`config.mk`:
```
export PLATFORM = sky130hd
export DESIGN_NAME = pktfifo
export DESIGN_NICKNAME = d
export VERILOG_FILES = /design/src/rtl/pktfifo.sv
export SDC_FILE = /design/constraint.sdc
export NUM_CORES = 1
export LEC_CHECK = 0
export CAP_MARGIN = 20
export CORE_MARGIN = 3
export CORE_UTILIZATION = 45
export CTS_CLUSTER_SIZE = 20
export DETAILED_ROUTE_END_ITERATION = 16
export DONT_BUFFER_PORTS = 1
export HOLD_SLACK_MARGIN = 0.08
export SETUP_SLACK_MARGIN = 0.2
export SLEW_MARGIN = 20
export SYNTH_ARGS = -nofsm -noshare
export SYNTH_HDL_FRONTEND = slang
export SYNTH_SLANG_ARGS = --single-unit
export TNS_END_PERCENT = 10
```
`constraint.sdc`:
```
create_clock -name i_clk -period 6.82 [get_ports i_clk]
set_clock_uncertainty 0.05 [all_clocks]
set_input_delay 1.023 -clock i_clk [delete_from_list [all_inputs] [get_ports i_clk]]
set_output_delay 1.023 -clock i_clk [all_outputs]
set_load 0.005 [all_outputs]
```
`src/rtl/pktfifo.sv`:
```
// rtl/pktfifo.sv - synchronous packet FIFO with commit, abort and overflow drop
module pktfifo #(
    parameter int BW         = 8,
    parameter int LGFLEN     = 4,
    parameter bit OPT_PACKET = 1'b1
) (
    input  logic              i_clk,
    input  logic              i_reset_n,
    input  logic              i_wr,
    input  logic [BW-1:0]     i_data,
    input  logic              i_last,
    input  logic              i_abort,
    input  logic [LGFLEN:0]   i_afull_thresh,
    input  logic [LGFLEN:0]   i_aempty_thresh,
    output logic              o_full,
    output logic [LGFLEN:0]   o_wfill,
    output logic              o_afull,
    output logic              o_drop,
    input  logic              i_rd,
    output logic [BW-1:0]     o_data,
    output logic              o_last,
    output logic              o_empty,
    output logic [LGFLEN:0]   o_rfill,
    output logic              o_aempty
);
    localparam int FLEN = 1 << LGFLEN;
    localparam logic [LGFLEN:0] FULL_CNT = {1'b1, {LGFLEN{1'b0}}};

    // Each entry carries the data beat plus its last tag in the MSB.
    logic [BW:0]     r_mem [FLEN];
    logic [LGFLEN:0] r_wr_addr;
    logic [LGFLEN:0] r_commit_addr;
    logic [LGFLEN:0] r_rd_addr;
    logic            r_poison;
    logic            r_drop;

    logic [LGFLEN:0] w_wfill;
    logic [LGFLEN:0] w_rfill;
    logic            w_full;
    logic            w_empty;
    logic            w_abort;
    logic            w_wr;
    logic            w_rd;
    logic            w_commit;
    logic            w_overflow;
    logic            w_drop;

    // Fill levels come from registered pointers only; the extra MSB separates full from empty.
    assign w_wfill = r_wr_addr - r_rd_addr;
    assign w_rfill = r_commit_addr - r_rd_addr;
    assign w_full  = (w_wfill == FULL_CNT);
    assign w_empty = (w_rfill == '0);

    // Abort only exists in packet mode; it beats any write in the same cycle.
    assign w_abort    = OPT_PACKET && i_abort;
    assign w_wr       = i_wr && !w_full && !r_poison && !w_abort;
    assign w_rd       = i_rd && !w_empty;
    assign w_commit   = w_wr && (i_last || !OPT_PACKET);
    // A write hitting a full FIFO, or any write while poisoned, belongs to a packet that cannot complete.
    assign w_overflow = OPT_PACKET && !w_abort && i_wr && (w_full || r_poison);
    // The doomed packet is thrown away once its last beat shows up.
    assign w_drop     = w_overflow && i_last;

    // Store accepted beats; storage needs no reset since pointers gate visibility.
    always_ff @(posedge i_clk) begin
        if (w_wr) begin
            r_mem[r_wr_addr[LGFLEN-1:0]] <= {i_last, i_data};
        end
    end

    // Advance write, commit and read pointers; abort or drop rewinds staging to the commit point.
    always_ff @(posedge i_clk or negedge i_reset_n) begin
        if (!i_reset_n) begin
            r_wr_addr     <= '0;
            r_commit_addr <= '0;
            r_rd_addr     <= '0;
        end else begin
            if (w_abort || w_drop) begin
                r_wr_addr <= r_commit_addr;
            end else if (w_wr) begin
                r_wr_addr <= r_wr_addr + 1'b1;
            end
            if (w_commit) begin
                r_commit_addr <= r_wr_addr + 1'b1;
            end
            if (w_rd) begin
                r_rd_addr <= r_rd_addr + 1'b1;
            end
        end
    end

    // Track the poisoned-packet state and emit a one-cycle drop pulse after the discard.
    always_ff @(posedge i_clk or negedge i_reset_n) begin
        if (!i_reset_n) begin
            r_poison <= 1'b0;
            r_drop   <= 1'b0;
        end else begin
            r_drop <= w_drop;
            if (w_abort || w_drop) begin
                r_poison <= 1'b0;
            end else if (w_overflow) begin
                r_poison <= 1'b1;
            end
        end
    end

    assign o_full   = w_full;
    assign o_wfill  = w_wfill;
    assign o_afull  = (w_wfill >= i_afull_thresh);
    assign o_drop   = r_drop;
    assign o_empty  = w_empty;
    assign o_rfill  = w_rfill;
    assign o_aempty = (w_rfill <= i_aempty_thresh);
    assign o_data   = r_mem[r_rd_addr[LGFLEN-1:0]][BW-1:0];
    assign o_last   = r_mem[r_rd_addr[LGFLEN-1:0]][BW];

endmodule

```
After elaboration in Yosys (flattened, before gate mapping):

Memories as Yosys holds them, arrays and structs flattened.
Index checks and enable logic that the tools add are counted.

* $add $sub $neg: 4
* $lt $le $gt $ge: 2
* equal/unequal tests: 1
* muxes and demuxes: 6
* reductions and logical operators: 17

Operators by type and width (number)
* $add A5 B1 Y5 const B: 2
* $mux W5: 2
* $sub A5 B5 Y5: 2
* $logic_and A1 B1 Y1: 8
* $eq A5 B5 Y1 const B: 1
* $ge A5 B5 Y1: 1
* $le A5 B5 Y1: 1
* $logic_not A5 Y1: 1
* $logic_not A1 Y1: 4
* $mux W1: 4
* $reduce_bool A2 Y1: 2
* $logic_or A1 B1 Y1: 2

* flip-flop bits (word level): 17
* bits in writable memories: 144
* bits of input ports: 24
* output and inout port bits: 24
* word-level logic and storage cells: 36
* memories kept: 1

Memories
* r_mem: words 16, width 9, read ports 1, clocked after Yosys merged registers in 0, write ports 1, line 30 `logic [BW:0] r_mem [FLEN];`

Depth between registers and ports, before layout:

Gate-level depths: netlist of the first run.

* word-level depth: 8
* mapped depth: 11
* depth with buffers taken out: 11

Worst setup path before layout of the first run:

OpenSTA, ideal clock, no wires.

* path type: register to output
* start: reg r_rd_addr[1]
* end: out o_aempty
* data arrival time: 2.177 ns
* required time: 5.747 ns
* setup slack: 3.570 ns
* cell stages (with the launch flop): 11
* path buffers: 0
* cell sequence: dfrtp_1 inv_1 ha_1 nor2b_1 o21a_1 or3_4 and2_1 ha_1 a21oi_1 nor2b_1 o22ai_1

* longest elaborated chain between the ends: 2

RTL lines
* start: declaration: line 33 `logic [LGFLEN:0] r_rd_addr;`
* start signal: assignment: line 87 `r_rd_addr <= r_rd_addr + 1'b1;`
* $sub A5 B5 Y5: line 50 `assign w_rfill = r_commit_addr - r_rd_addr;`
* named net o_rfill[3]: line 23 `output logic [LGFLEN:0] o_rfill,`
* $le A5 B5 Y1: line 113 `assign o_aempty = (w_rfill <= i_aempty_thresh);`
* end: declaration: line 24 `output logic o_aempty`

The timed path passes the listed nets, and every way through them passes these cells.

Final worst setup path of the first run:

Ends and elaborated chain as after synthesis.

==> impl_metrics.py, run 1 <==
metrics = {
    "run_status": {
        "status": "complete, no violations",
    },
    "logic_synthesis": {
        "synthCells": 434,
        "ys.flop_type": "edfxtp_1",
        "yosysTopAreaCellShare": 0.6112,
        "synth_warnings": 0,
        "syn-num-nets": 483,
        "synth_area_leader_cell": "edfxtp_1",
        "syn_avg_cell_area_um2": 16.30,
        "yosys.area_share.simple": 0.05766,
        "ys_top_cells_by_area": "edfxtp_1, dfrtp_1, mux4_2, mux2i_1, ha_1",
        "synthXorXnorAreaFrac": 0.02317,
        "async_reset_ff_frac": 0.1056,
        "synth-edff-count": 144,
        "synth_cell_types": 49,
        "synthMuxAreaShare": 0.1166,
        "ys_ff_latch": 161,
        "yosys.area_share.adder": 0.04634,
        "synth_most_common_cell": "edfxtp_1",
        "synth_compound_area_frac": 0.06579,
        "mappedNetlistArea_um2": 7074,
        "yosysSeqAreaShare": 0.6714,
        "synth_top_family_by_area": "multiplexers",
        "synth_top_cells_by_count": "edfxtp_1, mux2i_1, nand2_1",
    },
    "routing": {
        "vias_per_cell": 5.534,
        "drcViolationCount": 0,
        "wl_um": 14550,
        "firstDrtPassIters": 5,
        "antenna_left": 0,
        "drt_iter0_drc": 386,
        "vias": 3702,
        "wl_per_cell_um": 21.75,
    },
    "pwr": {
        "peakVddDrop_mv": 0.1760,
        "p_sw_uw": 1309,
        "power_uw": 3627,
        "internal-power_uw": 2318,
        "switching_share": 0.3609,
        "p_leak_uw": 0.002811,
        "power_frac_seq": 0.363,
        "p_per_area_nw_per_um2": 456.7,
        "combPwrFrac": 0.367,
        "p_clk_frac": 0.269,
    },
    "cts": {
        "cts_sinks": 161,
        "clock_latency_ps": 420,
        "numCtsBuffers": 17,
        "htreeDepth": 4,
        "ctsHoldBuffers": 0,
        "cts.clk_slew.worst_paths_ps": 60,
        "cts_resized": 0,
        "cts_tree": "built",
        "clk_path_buf_depth": 2,
        "post-cts-setup-buffer-count": 0,
        "root_buffer": "clkbuf_16",
    },
    "cells_and_area": {
        "num-fill-cells": 1310,
        "regArea_um2": 4753,
        "drive_above_1_share": 0.1638,
        "area_growth_pct": 12.26,
        "antenna_cells": 0,
        "multi_input_area_um2": 2192,
        "fin_nets": 495,
    },
    "timing": {
        "tightestPinTransition_ps": 1045,
        "drv_slew": 0,
        "grt_setup_unrepaired": "false",
        "relSlewSlack": 0.3032,
        "max_freq_ghz": 0.2120,
        "finalHoldViolations": 0,
        "setup_tns_ps": 0,
        "setup_slack_ps": 2102,
        "period_share": 0.6917,
        "finalSetupViolCount": 0,
        "period_minus_slack_ps": 4718,
        "whs_ps": 246.3,
    },
    "grt": {
        "first_global_vias": 3768,
        "grt_pass1_wl_um": 22970,
        "antenna_found_initial": 0,
        "grt.overflow.total": 0,
        "grt_max_degree": 36,
        "grt.total_usage": 0.1766,
    },
    "die": {
        "die_h_um": 131.4,
        "dieWidth_um": 131.4,
        "start_util": 0.4619,
        "row_count": 45,
        "dieArea_um2": 17260,
        "io_pins": 48,
        "design.core.area_um2": 15310,
    },
    "placed_design": {
        "place_ws_ps": 2498,
        "dp_hpwl_um": 9450,
        "place.gp.congestion": 0.8053,
        "io_buffers": 0,
    },
    "critical_path": {
        "worstSetupStartpointType": "flop",
        "reg2regPathDepth": 8,
        "critPathKind": "reg -> out",
        "rrSetupSlack_ps": 2690,
        "arrival_ps": 3640,
        "critPathRequiredTime_ps": 5750,
        "critPathCaptureType": "output port",
        "worstPathMaxFanout": 22,
        "regToRegEndpoint": "r_mem[13][6]",
        "r2r_start": "r_rd_addr[0]",
    },
    "run": {
        "drv_cap": 0,
    },
    "hold_path": {
        "hold_path.class": "in -> async",
    },
}
-- power by group through the flow --
stage,Combinational (µW),Sequential [µW],Clock (µW)
after floorplan,1120,1230,0
after global placement,1320,1330,0
after detailed placement,1340,1340,0
after CTS,1350,1320,990
after global routing,1480,1340,1040
final,1330,1320,977
-- cell families (layout without fill, tap and decap cells) --
group	after synthesis	count (layout)
flops	161	161
compound gates	62	62
xor+xnor	17	17
buf+inv	34	58
simple gates	76	76
mux	59	59
fa+ha+maj	25	25
-- cells in the final DEF, fill, tap and decap left out, types with 3 or more instances in the layout --
cell type	instances
a21oi_1	6
a221oi_1	18
clkbuf_16	17
xor2_1	6
a22oi_1	8
inv_1	19
nand2b_1	7
bufinv_16	3
mux4_2	18
buf_4	7
clkinvlp_4	3
nand3_1	4
nor2b_1	4
xnor2_1	9
nor2_1	16
inv_6	4
edfxtp_1	144
mux2i_1	37
nor3_1	6
dfrtp_1	16
o21ai_0	19
ha_1	23
nand2_1	24
-- area by class of cell --
class | count | area share
clock buffer | 18 | 0.05404
clock inverter | 13 | 0.02206
inverter | 20 | 0.009453
multi-input combinational | 239 | 0.2760
sequential | 161 | 0.5986
tap | 211 | 0.03324
timing repair buffer | 7 | 0.006617
-- sequential cells by signal (all words and copies together) (netlist names) --
name / flops
r_rd_addr: 5
r_poison: 1
r_wr_addr: 5
r_commit_addr: 5
r_mem: 144
o_drop: 1
-- worst max-delay path, cell delays in order, from the launching register on --
cell     delay, ps
dfrtp_1       1030
inv_1          310
ha_1           360
nor2b_1        130
o21a_1         170
or3_4          340
and2_1         200
ha_1           290
a21oi_1        140
nor2b_1         70
o22ai_1        180
-- per-stage QoR --
stage | instances | instance area (µm²) | util
after floorplan | 434 | 7074 | -
after global placement | 638 | 7335 | 0.4789
after detailed placement | 638 | 7335 | 0.4789
after CTS | 669 | 7939 | 0.5184
after global routing | 669 | 7941 | 0.5185
final | 669 | 7941 | 0.5185
-- routing by layer --
metal  vias up  wire [µm]  GRT usage
met5         -          0          0
met3        18        615    0.03905
met1      1892       6797     0.2525
met2        77       6852     0.2684
li1       1715          -          -
met4         0        283    0.06418
-- worst max path at each step --
stage	startpoint	endpoint	slack, ps	cells past startpoint
detailed placement	r_rd_addr[1]	o_aempty	2500	10
global placement	r_rd_addr[1]	o_aempty	2550	10
CTS	r_rd_addr[1]	o_aempty	2040	10
finish	r_rd_addr[1]	o_aempty	2100	10
floorplan	r_rd_addr[1]	o_aempty	3570	10
global route	r_rd_addr[1]	o_aempty	1830	10
Note: power is estimated with default switching activity, not from simulation.
==> run 2, diff against run 1 <==
- clock period: 6.82 -> 4.15 ns (I/O delays scaled with it)
==> run 2 against run 1 <==
  * Sequential power is 57% higher
  * Die area did not move
  * Worst hold slack got worse by 29 ps
  * Critical path depth shrank 2
  * Register-to-register slack worse by 1700 ps
  * Non-clock buffer count is 14 higher
  * Combinational power grew 73%
  * Final cell count grew 2.1%
  * Critical endpoint unchanged
  * Largest cell class unchanged
  * Largest power group unchanged
==> impl_metrics.py, run 2 (same netlist as run 1, synthesis figures left out) <==
metrics = {
    "critical_path": {
        "reg2regPathDepth": 9,
        "critPathCaptureType": "output port",
        "critPathKind": "reg -> out",
        "worstSetupStartpointType": "flop",
        "arrival_ps": 3050,
        "cp-startpoint": "r_rd_addr[3]",
        "regToRegEndpoint": "r_mem[1][4]",
        "worstPathMaxFanout": 12,
        "r2r_start": "r_rd_addr[3]",
        "rrSetupSlack_ps": 1000,
        "critPathRequiredTime_ps": 3480,
    },
    "run_status": {
        "status": "complete, no violations",
    },
    "run": {
        "drv_cap": 0,
    },
    "cells_and_area": {
        "final_common_cell": "edfxtp_1",
        "drive_above_1_share": 0.1886,
        "area_growth_pct": 13.76,
        "fin_nets": 509,
        "layout_common_cells": "edfxtp_1, mux2i_1, nand2_1, ha_1, buf_4",
        "design_area_um2": 8048,
        "antenna_cells": 0,
        "largest_reg_flops": 144,
        "num-fill-cells": 1298,
    },
    "timing": {
        "finalHoldViolations": 0,
        "setup_tns_ps": 0,
        "tightestPinTransition_ps": 1062,
        "relSlewSlack": 0.2922,
        "drv_slew": 0,
        "period_share": 0.8962,
        "max_freq_ghz": 0.2689,
        "grt_setup_unrepaired": "false",
        "period_minus_slack_ps": 3719,
        "whs_ps": 217.2,
        "finalSetupViolCount": 0,
    },
    "placed_design": {
        "placed_cell_area_um2": 7432,
        "place.gp.congestion": 0.8222,
        "io_buffers": 0,
        "dp_hpwl_um": 9375,
    },
    "grt": {
        "grt.overflow.total": 0,
        "grt_pass1_wl_um": 22600,
        "antenna_found_initial": 0,
        "grt_max_degree": 58,
        "grt.total_usage": 0.1738,
        "first_global_vias": 3718,
    },
    "routing": {
        "antenna_left": 0,
        "firstDrtPassIters": 5,
        "wl_um": 14410,
        "drcViolationCount": 0,
        "routed-wl-met3_um": 658,
        "vias_per_cell": 5.551,
        "dr_wl_met2_um": 6881,
        "drt_iter0_drc": 412,
        "vias": 3791,
        "highest-signal-layer": "met4",
        "drt-met1-wl_um": 6698,
        "wl_per_cell_um": 21.09,
    },
    "hold_path": {
        "hold_start": "i_abort",
        "hold_path.class": "in -> reg",
        "holdPathEnd": "r_poison",
        "min_path_cells": 1,
    },
    "pwr": {
        "p_per_area_nw_per_um2": 740.2,
        "power_uw": 5957,
        "peakVddDrop_mv": 0.2871,
        "p_leak_uw": 0.002891,
    },
    "cts": {
        "post-cts-setup-buffer-count": 0,
        "clock_latency_ps": 410,
        "cts_sinks": 161,
        "htreeDepth": 4,
        "root_buffer": "clkbuf_16",
        "numCtsBuffers": 17,
        "cts.clk_slew.worst_paths_ps": 60,
        "cts_tree": "built",
        "clk_path_buf_depth": 2,
    },
    "die": {
        "design.core.area_um2": 15310,
        "row_count": 45,
        "io_pins": 48,
        "dieArea_um2": 17260,
        "die_h_um": 131.4,
        "dieWidth_um": 131.4,
        "start_util": 0.4619,
    },
}
run 2: layout make-up:
cell class / count / area [µm²] / area share
tap: 211 / 264.0 / 0.03280
sequential: 161 / 4753 / 0.5906
timing repair buffer: 21 / 160.2 / 0.01990
clock buffer: 17 / 425.4 / 0.05286
inverter: 20 / 76.32 / 0.009484
clock inverter: 14 / 178.9 / 0.02223
multi-input combinational: 239 / 2190 / 0.2721
run 2: what timing repair did:
| item | in CTS | in global routing |
|---|---|---|
| hold buffers | 1 | 0 |
| endpoints found under the setup margin | 1 | 0 |
| endpoints found under the hold margin | 17 | 0 |
| resized for setup | 1 | 0 |
run 2: how the worst max path moves through the flow:
stage                  endpoint  slack (ps)
floorplan           r_mem[0][0]         980
global route           o_aempty         230
global placement       o_aempty         710
CTS                    o_aempty         380
detailed placement     o_aempty         670
finish                 o_aempty         430
run 2: where the power goes:
group	switching (µW)	internal (µW)	leakage, µW
clock network	639	955	0.000291
logic	1340	954	0.00109
registers	153	1910	0.00151
run 2: through the flow:
stage | worst slack, ps | utilization | cells
global placement | 710.0 | 0.4853 | 651
detailed placement | 674.8 | 0.4853 | 651
global route | 228.9 | 0.5255 | 683
CTS | 384.0 | 0.5255 | 683
finish | 430.9 | 0.5255 | 683
floorplan | 977.3 | - | 434
run 2: worst max-delay path, stage by stage (launching register included):
cell and delay (ps):
dfrtp_1 670, clkinv_2 320, ha_1 380, or3_4 410
and2_1 200, ha_1 300, a21oi_1 130, nor2b_1 60
o22ai_1 170
run 2: metal layers:
layer	GRT usage	up-vias
met4	0.05368	0
met3	0.03905	17
met2	0.2584	80
met5	0	-
li1	-	1740
met1	0.2577	1954
==> run 3, diff against run 2 <==
- MAX_ROUTING_LAYER: unset -> met4
==> run 3 against run 2 <==
  * First-iteration DRC count fell by 7.3%
  * Worst setup slack got worse by 17 ps
  * Combinational power barely moved
  * Clock power about the same
  * Worst hold slack worse by 2.0 ps
  * Final area is the same
  * Maximum frequency fell by 0.46%
  * Count of clock-buffer cells in the layout is the same
  * Total power barely moved
  * Via count shrank 0.18%
  * Highest routed layer unchanged
==> impl_metrics.py, run 3 (same netlist as run 1, synthesis figures left out) <==
metrics = {
    "run_status": {
        "status": "complete, no violations",
    },
    "timing": {
        "relSlewSlack": 0.2960,
        "grt_setup_unrepaired": "false",
        "finalSetupViolCount": 0,
        "setup_tns_ps": 0,
        "max_freq_ghz": 0.2676,
        "tightestPinTransition_ps": 1056,
        "drv_slew": 0,
        "finalHoldViolations": 0,
        "period_minus_slack_ps": 3736,
        "period_share": 0.9003,
    },
    "pwr": {
        "p_per_area_nw_per_um2": 739.7,
        "peakVddDrop_mv": 0.2879,
        "p_leak_uw": 0.002891,
        "power_uw": 5953,
    },
    "cells_and_area": {
        "largest_reg_flops": 144,
        "regArea_um2": 4753,
        "antenna_cells": 0,
        "area_growth_pct": 13.76,
        "finalNonFillerCells": 683,
        "layout_common_cells": "edfxtp_1, mux2i_1, nand2_1, ha_1, buf_4",
        "drive_above_1_share": 0.1886,
        "num-fill-cells": 1298,
        "fin_nets": 509,
        "multi_input_area_um2": 2190,
        "design_area_um2": 8048,
        "final_common_cell": "edfxtp_1",
    },
    "die": {
        "design.core.area_um2": 15310,
        "io_pins": 48,
        "dieWidth_um": 131.4,
        "die_h_um": 131.4,
        "row_count": 45,
        "dieArea_um2": 17260,
        "start_util": 0.4619,
    },
    "hold_path": {
        "hold_path.class": "in -> reg",
    },
    "placed_design": {
        "placed_cell_area_um2": 7432,
        "dp_hpwl_um": 9375,
        "placed_cells": 651,
        "io_buffers": 0,
        "place.gp.congestion": 0.8345,
    },
    "routing": {
        "wl_um": 14360,
        "firstDrtPassIters": 5,
        "vias": 3784,
        "drt_iter0_drc": 382,
        "antenna_left": 0,
        "drcViolationCount": 0,
        "wl_per_cell_um": 21.02,
        "vias_per_cell": 5.540,
    },
    "critical_path": {
        "critPathKind": "reg -> out",
        "critPathCaptureType": "output port",
        "arrival_ps": 3060,
        "rrSetupSlack_ps": 990,
        "worstSetupStartpointType": "flop",
        "critPathRequiredTime_ps": 3480,
        "worstPathMaxFanout": 12,
    },
    "grt": {
        "antenna_found_initial": 0,
        "grtUsageMet2": 0.2584,
        "grt_busiest_layer": "met2",
        "grt.total_usage": 0.1787,
        "grt_pass1_wl_um": 22570,
        "grt.overflow.total": 0,
        "grt_util_met1": 0.2571,
        "met3_usage": 0.03675,
        "grt_max_degree": 58,
        "first_global_vias": 3706,
    },
    "cts": {
        "post-cts-setup-buffer-count": 0,
        "cts.clk_slew.worst_paths_ps": 60,
        "htreeDepth": 4,
        "numCtsBuffers": 17,
        "cts_sinks": 161,
        "clock_latency_ps": 420,
        "root_buffer": "clkbuf_16",
        "cts_tree": "built",
        "clk_path_buf_depth": 2,
    },
    "run": {
        "drv_cap": 0,
    },
}
run 3: metal layers:
layer  up-vias  routed length [µm]  share of wire
li1       1737                   -              -
met2       101                6880           0.48
met5         -                   0              0
met1      1927                6552           0.46
met3        19                 758          0.053
met4         0                 163          0.011
run 3: path summary, 6_finish.rpt:
path                             startpoint               end  cells past startpoint
max in group asynchronous         i_reset_n      r_rd_addr[0]                      1
setup / recovery               r_rd_addr[3]          o_aempty                      8
hold reg to reg            r_commit_addr[0]  r_commit_addr[0]                      2
min in group asynchronous         i_reset_n  r_commit_addr[4]                      1
setup reg to reg               r_rd_addr[3]       r_mem[1][4]                      9
hold / removal                      i_abort          r_poison                      1
run 3: area by class of cell:
cell class / instances / area share
clock buffer: 17 / 0.05286
clock inverter: 14 / 0.02223
sequential: 161 / 0.5906
timing repair buffer: 21 / 0.01990
inverter: 20 / 0.009484
tap: 211 / 0.03280
multi-input combinational: 239 / 0.2721
run 3: critical path, cell delays in order, from the launching register on:
cell and delay (ps):
dfrtp_1 680, clkinv_2 330, ha_1 380, or3_4 410, and2_1 200, ha_1 300
a21oi_1 130, nor2b_1 60, o22ai_1 170
run 3: power breakdown:
part / switching, µW / internal, µW / leakage, µW
Combinational: 1340 / 954 / 0.00109
Sequential: 154 / 1910 / 0.00151
Clock: 640 / 955 / 0.000291
Total: 2130 / 3820 / 0.00289
run 3: timing repair:
| action | 4_1_cts | 5_1_grt |
|---|---|---|
| endpoints found under the hold margin | 17 | 0 |
| gates resized for setup | 1 | 0 |
| hold buffers | 1 | 0 |
| setup endpoints to repair | 1 | 0 |
run 3: through the flow:
step	utilization	setup WS [ps]	hold slack (ps)
floorplan	-	977.3	276.9
global placement	0.4853	710.0	277.5
detailed placement	0.4853	674.8	277.5
CTS	0.5255	384.0	191.5
global route	0.5255	229.7	202.9
finish	0.5255	413.6	215.2
